### config.mk
export PLATFORM = sky130hd
export DESIGN_NAME = resolution_overlay_flat
export DESIGN_NICKNAME = d
export VERILOG_FILES = /design/src/rtl/resolution_overlay_if.sv /design/src/rtl/resolution_overlay.sv /design/src/flat_wrapper.sv
export SDC_FILE = /design/constraint.sdc
export NUM_CORES = 1
export LEC_CHECK = 0
export ABC_AREA = 1
export BUFFER_PORTS_ARGS = -buffer_cell sky130_fd_sc_hd__buf_2
export CAP_MARGIN = 5
export CORE_UTILIZATION = 46
export CTS_BUF_LIST = sky130_fd_sc_hd__clkbuf_4 sky130_fd_sc_hd__clkbuf_8 sky130_fd_sc_hd__clkbuf_16
export DETAILED_ROUTE_END_ITERATION = 10
export PLACE_DENSITY_LB_ADDON = 0.3
export SLEW_MARGIN = 20
export SYNTH_ARGS = -nofsm -noshare
export SYNTH_HDL_FRONTEND = slang
export SYNTH_SLANG_ARGS = --single-unit
export TNS_END_PERCENT = 100
### constraint.sdc
create_clock -name clock -period 1.6 [get_ports clock]
set_clock_uncertainty 0.05 [all_clocks]
set_input_delay 0.16 -clock clock [delete_from_list [all_inputs] [get_ports clock]]
set_output_delay 0.16 -clock clock [all_outputs]
set_load 0.1 [all_outputs]
### src/rtl/resolution_overlay_if.sv
// Pixel-stream, timing and ROM signals between the timing generator,
// the resolution ROM and the resolution_overlay block.
`ifndef RESLINE_SIZE
`define RESLINE_SIZE 16
`endif

interface resolution_overlay_if #(
   parameter int LINE_W = `RESLINE_SIZE
);
   logic              enable;
   logic [11:0]       counterX;
   logic [11:0]       counterY;
   logic              de_in;
   logic              hsync_in;
   logic              vsync_in;
   logic [23:0]       rgb_in;
   logic [3:0]        rom_addr;
   logic [LINE_W-1:0] rom_q;
   logic              de_out;
   logic              hsync_out;
   logic              vsync_out;
   logic [23:0]       rgb_out;

   modport master (
      output enable, counterX, counterY, de_in, hsync_in, vsync_in, rgb_in, rom_q,
      input  rom_addr, de_out, hsync_out, vsync_out, rgb_out
   );

   modport slave (
      input  enable, counterX, counterY, de_in, hsync_in, vsync_in, rgb_in, rom_q,
      output rom_addr, de_out, hsync_out, vsync_out, rgb_out
   );
endinterface

### src/rtl/resolution_overlay.sv
// Draws the resolution label bitmap (magnified SCALE x SCALE) into the pixel
// stream at a fixed position; all video signals are delayed by 2 cycles.
`ifndef RESLINE_SIZE
`define RESLINE_SIZE 16
`endif

module resolution_overlay #(
   parameter int          LINE_W     = `RESLINE_SIZE,
   parameter int          X_ORIGIN   = 16,
   parameter int          Y_ORIGIN   = 16,
   parameter int          SCALE_LOG2 = 1,
   parameter logic [23:0] FG_RGB     = 24'hFFFFFF,
   parameter logic [23:0] BG_RGB     = 24'h000000
) (
   input logic                clock,
   input logic                reset_n,
   resolution_overlay_if.slave bus
);

   localparam int               SCALE    = 1 << SCALE_LOG2;
   localparam int               BIT_W    = (LINE_W > 1) ? $clog2(LINE_W) : 1;
   localparam logic [12:0]      Y_LO     = 13'(Y_ORIGIN);
   localparam logic [12:0]      Y_HI     = 13'(Y_ORIGIN + 16 * SCALE);
   localparam logic [11:0]      X_START  = 12'(X_ORIGIN);
   localparam logic [11:0]      X_LATCH  = 12'(X_ORIGIN - 1);
   localparam logic [2:0]       SUB_LAST = 3'(SCALE - 1);
   localparam logic [BIT_W-1:0] BIT_LAST = BIT_W'(LINE_W - 1);

   logic [LINE_W-1:0] line_reg;
   logic              frame_en;
   logic              active;
   logic [2:0]        sub;
   logic [BIT_W-1:0]  bit_cnt;
   logic [3:0]        rom_addr_r;

   logic [12:0]       dy;
   logic              in_rows;
   logic              start;
   logic              cur_active;
   logic [2:0]        cur_sub;
   logic [BIT_W-1:0]  cur_bit;
   logic [23:0]       pix;

   logic [1:0]        de_pipe;
   logic [1:0]        hs_pipe;
   logic [1:0]        vs_pipe;
   logic [1:0][23:0]  rgb_pipe;

   // Walk state seen by the current pixel: a start on this very column
   // overrides the registered counters so column X_ORIGIN already shows bit 0.
   always_comb begin
      dy         = {1'b0, bus.counterY} - Y_LO;
      in_rows    = ({1'b0, bus.counterY} >= Y_LO) && ({1'b0, bus.counterY} < Y_HI);
      start      = (bus.counterX == X_START) && in_rows && frame_en;
      cur_active = start || (active && (bus.counterX != 12'd0));
      cur_sub    = start ? 3'd0 : sub;
      cur_bit    = start ? '0 : bit_cnt;
      pix        = bus.rgb_in;
      if (!bus.de_in)
         pix = 24'd0;
      else if (cur_active)
         pix = line_reg[BIT_LAST - cur_bit] ? FG_RGB : BG_RGB;
   end

   always_ff @(posedge clock or negedge reset_n) begin
      if (!reset_n) begin
         line_reg   <= '0;
         frame_en   <= 1'b0;
         active     <= 1'b0;
         sub        <= 3'd0;
         bit_cnt    <= '0;
         rom_addr_r <= 4'd0;
      end else begin
         if (bus.counterX == 12'd0 && bus.counterY == 12'd0)
            frame_en <= bus.enable;
         if (bus.counterX == X_LATCH)
            line_reg <= bus.rom_q;
         rom_addr_r <= in_rows ? 4'(dy >> SCALE_LOG2) : 4'd0;
         active  <= cur_active;
         sub     <= cur_sub;
         bit_cnt <= cur_bit;
         if (cur_active) begin
            if (cur_sub == SUB_LAST) begin
               sub <= 3'd0;
               if (cur_bit == BIT_LAST)
                  active <= 1'b0;
               else
                  bit_cnt <= cur_bit + 1'b1;
            end else begin
               sub <= cur_sub + 3'd1;
            end
         end
      end
   end

   always_ff @(posedge clock or negedge reset_n) begin
      if (!reset_n) begin
         de_pipe  <= '0;
         hs_pipe  <= '0;
         vs_pipe  <= '0;
         rgb_pipe <= '0;
      end else begin
         de_pipe  <= {de_pipe[0], bus.de_in};
         hs_pipe  <= {hs_pipe[0], bus.hsync_in};
         vs_pipe  <= {vs_pipe[0], bus.vsync_in};
         rgb_pipe <= {rgb_pipe[0], pix};
      end
   end

   assign bus.rom_addr  = rom_addr_r;
   assign bus.de_out    = de_pipe[1];
   assign bus.hsync_out = hs_pipe[1];
   assign bus.vsync_out = vs_pipe[1];
   assign bus.rgb_out   = rgb_pipe[1];

endmodule
### src/flat_wrapper.sv
// flat-port wrapper written by rule: the top's interface ports become plain ports
module resolution_overlay_flat 
#(
   parameter int          LINE_W     = `RESLINE_SIZE,
   parameter int          X_ORIGIN   = 16,
   parameter int          Y_ORIGIN   = 16,
   parameter int          SCALE_LOG2 = 1,
   parameter logic [23:0] FG_RGB     = 24'hFFFFFF,
   parameter logic [23:0] BG_RGB     = 24'h000000
)
  (clock, reset_n, bus_enable, bus_counterX, bus_counterY, bus_de_in, bus_hsync_in, bus_vsync_in, bus_rgb_in, bus_rom_q, bus_rom_addr, bus_de_out, bus_hsync_out, bus_vsync_out, bus_rgb_out);
  resolution_overlay_if #(.LINE_W(LINE_W)) bus_i ();
  input logic clock;
  input logic reset_n;
  input wire logic [$bits(bus_i.enable)-1:0] bus_enable;
  input wire logic [$bits(bus_i.counterX)-1:0] bus_counterX;
  input wire logic [$bits(bus_i.counterY)-1:0] bus_counterY;
  input wire logic [$bits(bus_i.de_in)-1:0] bus_de_in;
  input wire logic [$bits(bus_i.hsync_in)-1:0] bus_hsync_in;
  input wire logic [$bits(bus_i.vsync_in)-1:0] bus_vsync_in;
  input wire logic [$bits(bus_i.rgb_in)-1:0] bus_rgb_in;
  input wire logic [$bits(bus_i.rom_q)-1:0] bus_rom_q;
  output wire logic [$bits(bus_i.rom_addr)-1:0] bus_rom_addr;
  output wire logic [$bits(bus_i.de_out)-1:0] bus_de_out;
  output wire logic [$bits(bus_i.hsync_out)-1:0] bus_hsync_out;
  output wire logic [$bits(bus_i.vsync_out)-1:0] bus_vsync_out;
  output wire logic [$bits(bus_i.rgb_out)-1:0] bus_rgb_out;
  assign bus_i.enable = bus_enable;
  assign bus_i.counterX = bus_counterX;
  assign bus_i.counterY = bus_counterY;
  assign bus_i.de_in = bus_de_in;
  assign bus_i.hsync_in = bus_hsync_in;
  assign bus_i.vsync_in = bus_vsync_in;
  assign bus_i.rgb_in = bus_rgb_in;
  assign bus_i.rom_q = bus_rom_q;
  assign bus_rom_addr = bus_i.rom_addr;
  assign bus_de_out = bus_i.de_out;
  assign bus_hsync_out = bus_i.hsync_out;
  assign bus_vsync_out = bus_i.vsync_out;
  assign bus_rgb_out = bus_i.rgb_out;
  resolution_overlay #(.LINE_W(LINE_W), .X_ORIGIN(X_ORIGIN), .Y_ORIGIN(Y_ORIGIN), .SCALE_LOG2(SCALE_LOG2), .FG_RGB(FG_RGB), .BG_RGB(BG_RGB)) u_core (.clock(clock), .reset_n(reset_n), .bus(bus_i));
endmodule
==> results.yml, run 1 <==
run_status:
  violations: "setup timing"
  status: "complete, but fails checks"
routing:
  ant_nets: 0
  routed_via_density: 4.635
  dr_total_vias: 2466
  route.detailed.drc: 0
  drtIter0Drc: 46
  wire_per_inst_microns: 12.34
  wl_mm: 6.566
  firstDrtPassIters: 4
floorplanning:
  fp.dieW_microns: 88.80
  start_util_pct: 47.78
  io_pins: 101
  die_area_sq_mm: 0.007885
  die_h_microns: 88.80
  core.rowCount: 31
  core_area_sq_mm: 0.007253
synth:
  synth_top_area_share_pct: 59.93
  yosysSeqAreaShare_pct: 59.93
  synth_area_per_cell_sq_um: 11.48
  synth.area.top_cells: "dfrtp_1 (60%), buf_4 (5.2%), mux2_2 (5.2%)"
  ys_ff_latch: 83
  yosysWarnings: 0
  synth.distinct_cells: 31
  yosys.area.top_type: "dfrtp_1"
  synth_fp_nets: 373
  syn_area_sq_mm: 0.003466
  syn-instance-count: 302
placement:
  port_buffers: 100
  post-dp-hpwl_mm: 4.368
  dp.cells: 489
  pre_cts_ws_ns: -0.2680
  globalplace.congestion: 0.7629
global_routing:
  antenna_found_initial: 0
  grt_pass1_vias: 2467
  grt_max_degree: 48
  grt_usage_pct: 17.64
  globalRouteOverflowTotal: 0
  grt_pass1_wl_mm: 10.50
cts:
  clock_sinks: 83
  numCtsBuffers: 9
  cts_tree: "done"
  ctsHtreeMaxLevel: 3
  clockBufferDepth: 2
  root_buffer: "clkbuf_8"
  cts.clk_slew.worst_paths_ns: 0.09
  clock_latency_ns: 0.34
worst_setup_path:
  crit_path_end_kind: "flop"
  critPathLaunchType: "flop"
  cp.required_ns: 1.82
  crit_arrival_ns: 1.92
  rr_worst_depth: 11
  r2r-start: "u_core.frame_en$_DFFE_PN0P_"
  cp_max_fo: 8
  r2r_setup_slack_ns: -0.10
  r2r-end: "u_core.rgb_pipe[5]$_DFF_PN0_"
  critPathKind: "flop to flop"
final_layout:
  syn_to_final_growth_pct: 34.01
  fillCellCount: 597
  final_nets: 499
  antenna_cells: 0
  layout_commonest_cell: "buf_2"
  mostFrequentLayoutCells: "buf_2 (99), dfrtp_1 (83), nand2_1 (28), o21ai_0 (26), dlygate4sd3_1 (23)"
  layout-drive-gt1-share_pct: 51.73
  final_cells: 532
timing:
  finalHoldViolations: 0
  finalSetupTns_ns: -2.141
  min_period_ns: 1.701
  drv_slew: 0
  tightest_slew_ns: 0.4988
  period_share_pct: 106.3
  setup_violations: 28
  fmax_ghz: 0.5878
  fin_ws_ns: -0.1012
  grt_setup_unrepaired: "true"
  max-slew-margin-rel_pct: 66.97
worst_hold_path:
  hold_end: "u_core.line_reg[9]$_DFFE_PN0N_"
  min-delay-start: "bus_rom_q[9]"
  hold_class: "primary input to flop"
  worstHoldPathCells: 3
pwr:
  cellPowerDensity_mw_per_mm2: 922.1
  ir_drop_v: 0.0004818
  p_leak_nw: 2.338
flow_run:
  drv_cap: 0
[power breakdown]
group / leakage, nW / internal, mW / switching, mW
Clock: 0.0995 / 0.778 / 0.762
Sequential: 1.08 / 2.17 / 0.0170
Combinational: 1.16 / 0.160 / 0.398
Total: 2.34 / 3.10 / 1.18
[stage by stage]
step | util, % | power (mW) | area, sq um | hold WS [ns]
2_1_floorplan | - | 2.603 | 3468 | -0.1856
3_3_place_gp | 55.91 | 2.736 | 4055 | 0.02106
3_5_place_dp | 55.91 | 2.743 | 4055 | 0.02043
4_1_cts | 62.22 | 4.328 | 4513 | 0.0003752
5_1_grt | 64.03 | 4.471 | 4644 | 0.01111
6_report | 64.03 | 4.283 | 4644 | 0.02156
[layer usage]
layer	routed length, microns	track usage [%]	vias to the layer above
li1	-	-	1226
met1	2709	20.12	1172
met2	3548	31.89	63
met3	267	3.731	5
met4	41	7.625	0
met5	0	0	-
[how the worst max path moves through the flow]
stage | from | to | slack (ns) | cells after the start
after floorplan | u_core.frame_en$_DFFE_PN0P_ | u_core.bit_cnt[3]$_DFF_PN0_ | 0.02 | 10
after global placement | bus_counterX[11] | u_core.rgb_pipe[2]$_DFF_PN0_ | -0.25 | 12
after detailed placement | bus_counterY[7] | u_core.bit_cnt[0]$_DFF_PN0_ | -0.27 | 12
after CTS | u_core.frame_en$_DFFE_PN0P_ | u_core.rgb_pipe[2]$_DFF_PN0_ | -0.06 | 10
after global routing | u_core.frame_en$_DFFE_PN0P_ | u_core.rgb_pipe[14]$_DFF_PN0_ | -0.25 | 11
final | u_core.frame_en$_DFFE_PN0P_ | u_core.rgb_pipe[5]$_DFF_PN0_ | -0.10 | 11
[cell type report]
class	count	area (sq um)	share of cell area, %
sequential	83	2077	44.72
multi-input combinational	168	1165	25.08
timing repair buffer	150	1007	21.69
clock buffer	10	137.6	2.963
tap	99	123.9	2.667
clock inverter	6	71.32	1.536
inverter	16	62.56	1.347
[cells by family (layout without fill, tap and decap cells)]
logic type                 after synthesis  after routing  synth area share, %
AOI/OAI and AO/OA                       55             55                10.58
xor gates and xnor gates                 2              2               0.5055
adders and majority gates                1              1               0.3610
buffers and inverters                   52            182                9.531
DFF                                     83             83                59.93
muxes                                   16             16                5.198
and+or+nand+nor                         93             94                13.90
[synthesized netlist by cell type, drive strengths merged]
| cell | number |
|---|---|
| clkbuf | 5 |
| buf | 31 |
| nor2 | 27 |
| mux2 | 16 |
| ha | 1 |
| nor4 | 1 |
| dfrtp | 83 |
| o2111ai | 1 |
| nand2 | 38 |
| a22oi | 1 |
| a31oi | 1 |
| nand3 | 23 |
| inv | 16 |
| nand4 | 1 |
| nor3 | 3 |
| a21boi | 1 |
| o21ai | 26 |
| xor2 | 2 |
| a21oi | 25 |
[worst max-delay path, stage by stage (launching register included)]
cell and delay, ns:
dfrtp_1 0.36, nand2_2 0.07, nor2_4 0.13, nand3_4 0.16, nand2_8 0.13, nand2_1 0.09
nand3_2 0.09, nand3_2 0.07, nand3_2 0.10, nand2_4 0.09, clkbuf_16 0.18, a21oi_2 0.12
[what timing repair did]
| item | in CTS | in global routing |
|---|---|---|
| hold endpoints to repair | 94 | 4 |
| endpoints found under the setup margin | 29 | 30 |
| setup buffers | 2 | 0 |
| gates resized for setup | 11 | 15 |
| hold buffers | 19 | 4 |
| pin swaps | 7 | 5 |
| cloned | 1 | 1 |
No activity file was read; power rests on OpenSTA's default activity.
==> run 2: changes to the inputs <==
--- a/config.mk
+++ b/config.mk
@@ -5,7 +5,6 @@
 export SDC_FILE = /design/constraint.sdc
 export NUM_CORES = 1
 export LEC_CHECK = 0
-export ABC_AREA = 1
 export BUFFER_PORTS_ARGS = -buffer_cell sky130_fd_sc_hd__buf_2
 export CAP_MARGIN = 5
 export CORE_UTILIZATION = 46
==> results.yml, run 2 <==
synth:
  yosys.area.top_type: "dfrtp_1"
  yosysWarnings: 0
  synth-edff-count: 0
  synth.area.top_cells: "dfrtp_1 (61%), buf_4 (5.7%), nor3_2 (5.6%)"
  synthArstFlopShare_pct: 100.0
  synth_flop_cell: "dfrtp_1"
  ys_ff_latch: 83
  syn_area_sq_mm: 0.003421
  yosysSeqAreaShare_pct: 60.72
  syn-instance-count: 260
  synth_area_per_cell_sq_um: 13.16
  yosysMostFrequentCell: "dfrtp_1"
  synth_fp_nets: 331
  synth.distinct_cells: 44
  synthTopCellsByCount: "dfrtp_1 (83), nor2_1 (38), buf_4 (26), nor3_2 (19), mux2_2 (15)"
  synth_top_area_share_pct: 60.72
timing:
  finalSetupTns_ns: -18.75
  fin_hold_ws_ns: 0.01643
  drv_slew: 0
  grt_setup_unrepaired: "true"
  min_period_ns: 2.175
  fin_ws_ns: -0.5750
  setup_violations: 46
  max-slew-margin-rel_pct: 52.82
  finalHoldViolations: 0
  period_share_pct: 135.9
  tightest_slew_ns: 0.7001
  fmax_ghz: 0.4598
final_layout:
  fillCellCount: 553
  final_nets: 496
  layout_commonest_cell: "buf_2"
  regArea_sq_mm: 0.002078
  syn_to_final_growth_pct: 46.12
  mostFrequentLayoutCells: "buf_2 (98), dfrtp_1 (82), nor2_1 (38), dlygate4sd3_1 (37), buf_4 (34)"
  final_cells: 529
  layout-drive-gt1-share_pct: 52.56
  antenna_cells: 0
  multi_input_area_sq_mm: 0.001199
floorplanning:
  core_area_sq_mm: 0.007214
  die_h_microns: 88.24
  start_util_pct: 47.42
  die_area_sq_mm: 0.007785
  io_pins: 101
  core.rowCount: 31
  fp.dieW_microns: 88.24
cts:
  root_buffer: "clkbuf_8"
  cts_tree: "done"
  clock_sinks: 83
  ctsHtreeMaxLevel: 3
  clock_latency_ns: 0.35
  clockBufferDepth: 2
  numCtsBuffers: 9
  cts.clk_slew.worst_paths_ns: 0.09
placement:
  port_buffers: 100
  dp.cells: 456
  post-dp-hpwl_mm: 4.114
  globalplace.congestion: 0.8079
worst_setup_path:
  critical_path.max_stage_delay_ns: 0.56
  cp.required_ns: 1.80
  crit_buf_inv: 1
  cpMostUsedCell: "or4_4"
  crit_family: "simple AND/OR/NAND/NOR gates"
  r2r-start: "u_core.bit_cnt[0]$_DFF_PN0_"
  rr_worst_depth: 9
  crit_path_cell_trace: "buf_6, or4_4, or4_4, nor2_4, nor2b_1, ha_2, and3_4, nor3_4, mux2i_1, nor2_1"
  critPathKind: "primary input to flop"
  r2r_setup_slack_ns: -0.55
  critPathSlowestCell: "or4_4"
  cp_max_fo: 4
  crit_arrival_ns: 2.37
  critPathLaunchType: "primary input"
  crit_path_end_kind: "flop"
  r2r-end: "u_core.rgb_pipe[17]$_DFF_PN0_"
global_routing:
  globalRouteOverflowTotal: 0
  grt_usage_pct: 20.49
  grt_pass1_vias: 2439
  grt_max_degree: 84
  grt_pass1_wl_mm: 11.61
  antenna_found_initial: 0
worst_hold_path:
  worstHoldPathCells: 3
  hold_end: "u_core.rgb_pipe[9]$_DFF_PN0_"
  hold_class: "primary input to flop"
  min-delay-start: "bus_rgb_in[9]"
pwr:
  p_leak_nw: 2.440
  ir_drop_v: 0.0004771
  cellPowerDensity_mw_per_mm2: 873.7
routing:
  wl_met2_mm: 3.706
  ant_nets: 0
  routed_via_density: 4.756
  drtIter0Drc: 47
  route.met3.wl_microns: 276
  wl_mm: 7.426
  wire_per_inst_microns: 14.04
  top_layer_used: "met4"
  dr_total_vias: 2516
  m1WireLength_mm: 3.282
  route.detailed.drc: 0
  firstDrtPassIters: 5
run_status:
  violations: "setup timing"
  status: "complete, but fails checks"
flow_run:
  drv_cap: 0
==> run 2: stage by stage <==
step           cell area (sq um)  utilization, %  setup slack, ns  power [mW]
5_1_grt                     4999           69.29          -0.6405       4.549
4_1_cts                     4927           68.30          -0.5620       4.392
6_report                    4999           69.29          -0.5750       4.367
3_3_place_gp                4109           56.95          -0.8194       2.755
3_5_place_dp                4109           56.95          -0.8906       2.763
2_1_floorplan               3453               -          -0.8024       2.616
==> run 2: worst reg2reg max path: cells and delay by family (launching register included) <==
kind,cells,cell delay (ns)
multiplexers,2,0.67
buffers and inverters,4,0.53
flip-flops,1,0.41
AO/OA/AOI/OAI,1,0.21
AND/OR/NAND/NOR,2,0.17
==> run 2: logic make-up (layout without fill, tap and decap cells) <==
family,after synthesis,in the layout,share of synthesized area [%]
simple gates,98,98,17.78
flops,83,83,60.72
buf+inv,38,205,7.937
mux,24,24,8.376
compound gates,12,15,3.804
xor+xnor,4,4,1.024
fa+ha+maj,1,1,0.3657
==> run 2: layout make-up <==
cell class	count	share of cell area [%]
multi-input cells	142	23.98
repair buffers	185	27.56
clock buffers	9	2.478
flip-flops and latches	83	41.58
well taps	99	2.478
clock inverters	7	1.627
inverters	4	0.3004
==> run 2: worst max-delay path by stage <==
stage,from,end,cells after the start,slack [ns]
2_1_floorplan,bus_counterX[5],u_core.bit_cnt[1]$_DFF_PN0_,9,-0.80
3_3_place_gp,bus_counterX[5],u_core.bit_cnt[1]$_DFF_PN0_,10,-0.82
3_5_place_dp,bus_counterX[5],u_core.bit_cnt[1]$_DFF_PN0_,10,-0.89
4_1_cts,bus_counterX[5],u_core.bit_cnt[1]$_DFF_PN0_,10,-0.56
5_1_grt,bus_counterX[5],u_core.bit_cnt[1]$_DFF_PN0_,10,-0.64
6_report,bus_counterX[5],u_core.bit_cnt[1]$_DFF_PN0_,10,-0.57
==> run 2: power by group <==
part | leakage [nW] | internal, mW | total [mW] | switching, mW
clock network | 0.107 | 0.749 | 1.56 | 0.812
registers | 1.09 | 2.17 | 2.18 | 0.0174
logic | 1.24 | 0.205 | 0.623 | 0.418
==> run 2: layer usage <==
| metal | vias up | GRT usage (%) |
|---|---|---|
| met3 | 15 | 4.011 |
| met2 | 71 | 34.13 |
| met5 | - | 0 |
| li1 | 1211 | - |
| met1 | 1219 | 25.74 |
| met4 | 0 | 9.971 |
==> run 2: timing repair <==
item | CTS | global route
hold endpoints to repair | 119 | 0
hold buffers | 37 | 0
setup buffers | 13 | 3
cloned | 3 | 2
pin swaps | 7 | 15
endpoints found under the setup margin | 46 | 47
resized for setup | 14 | 11
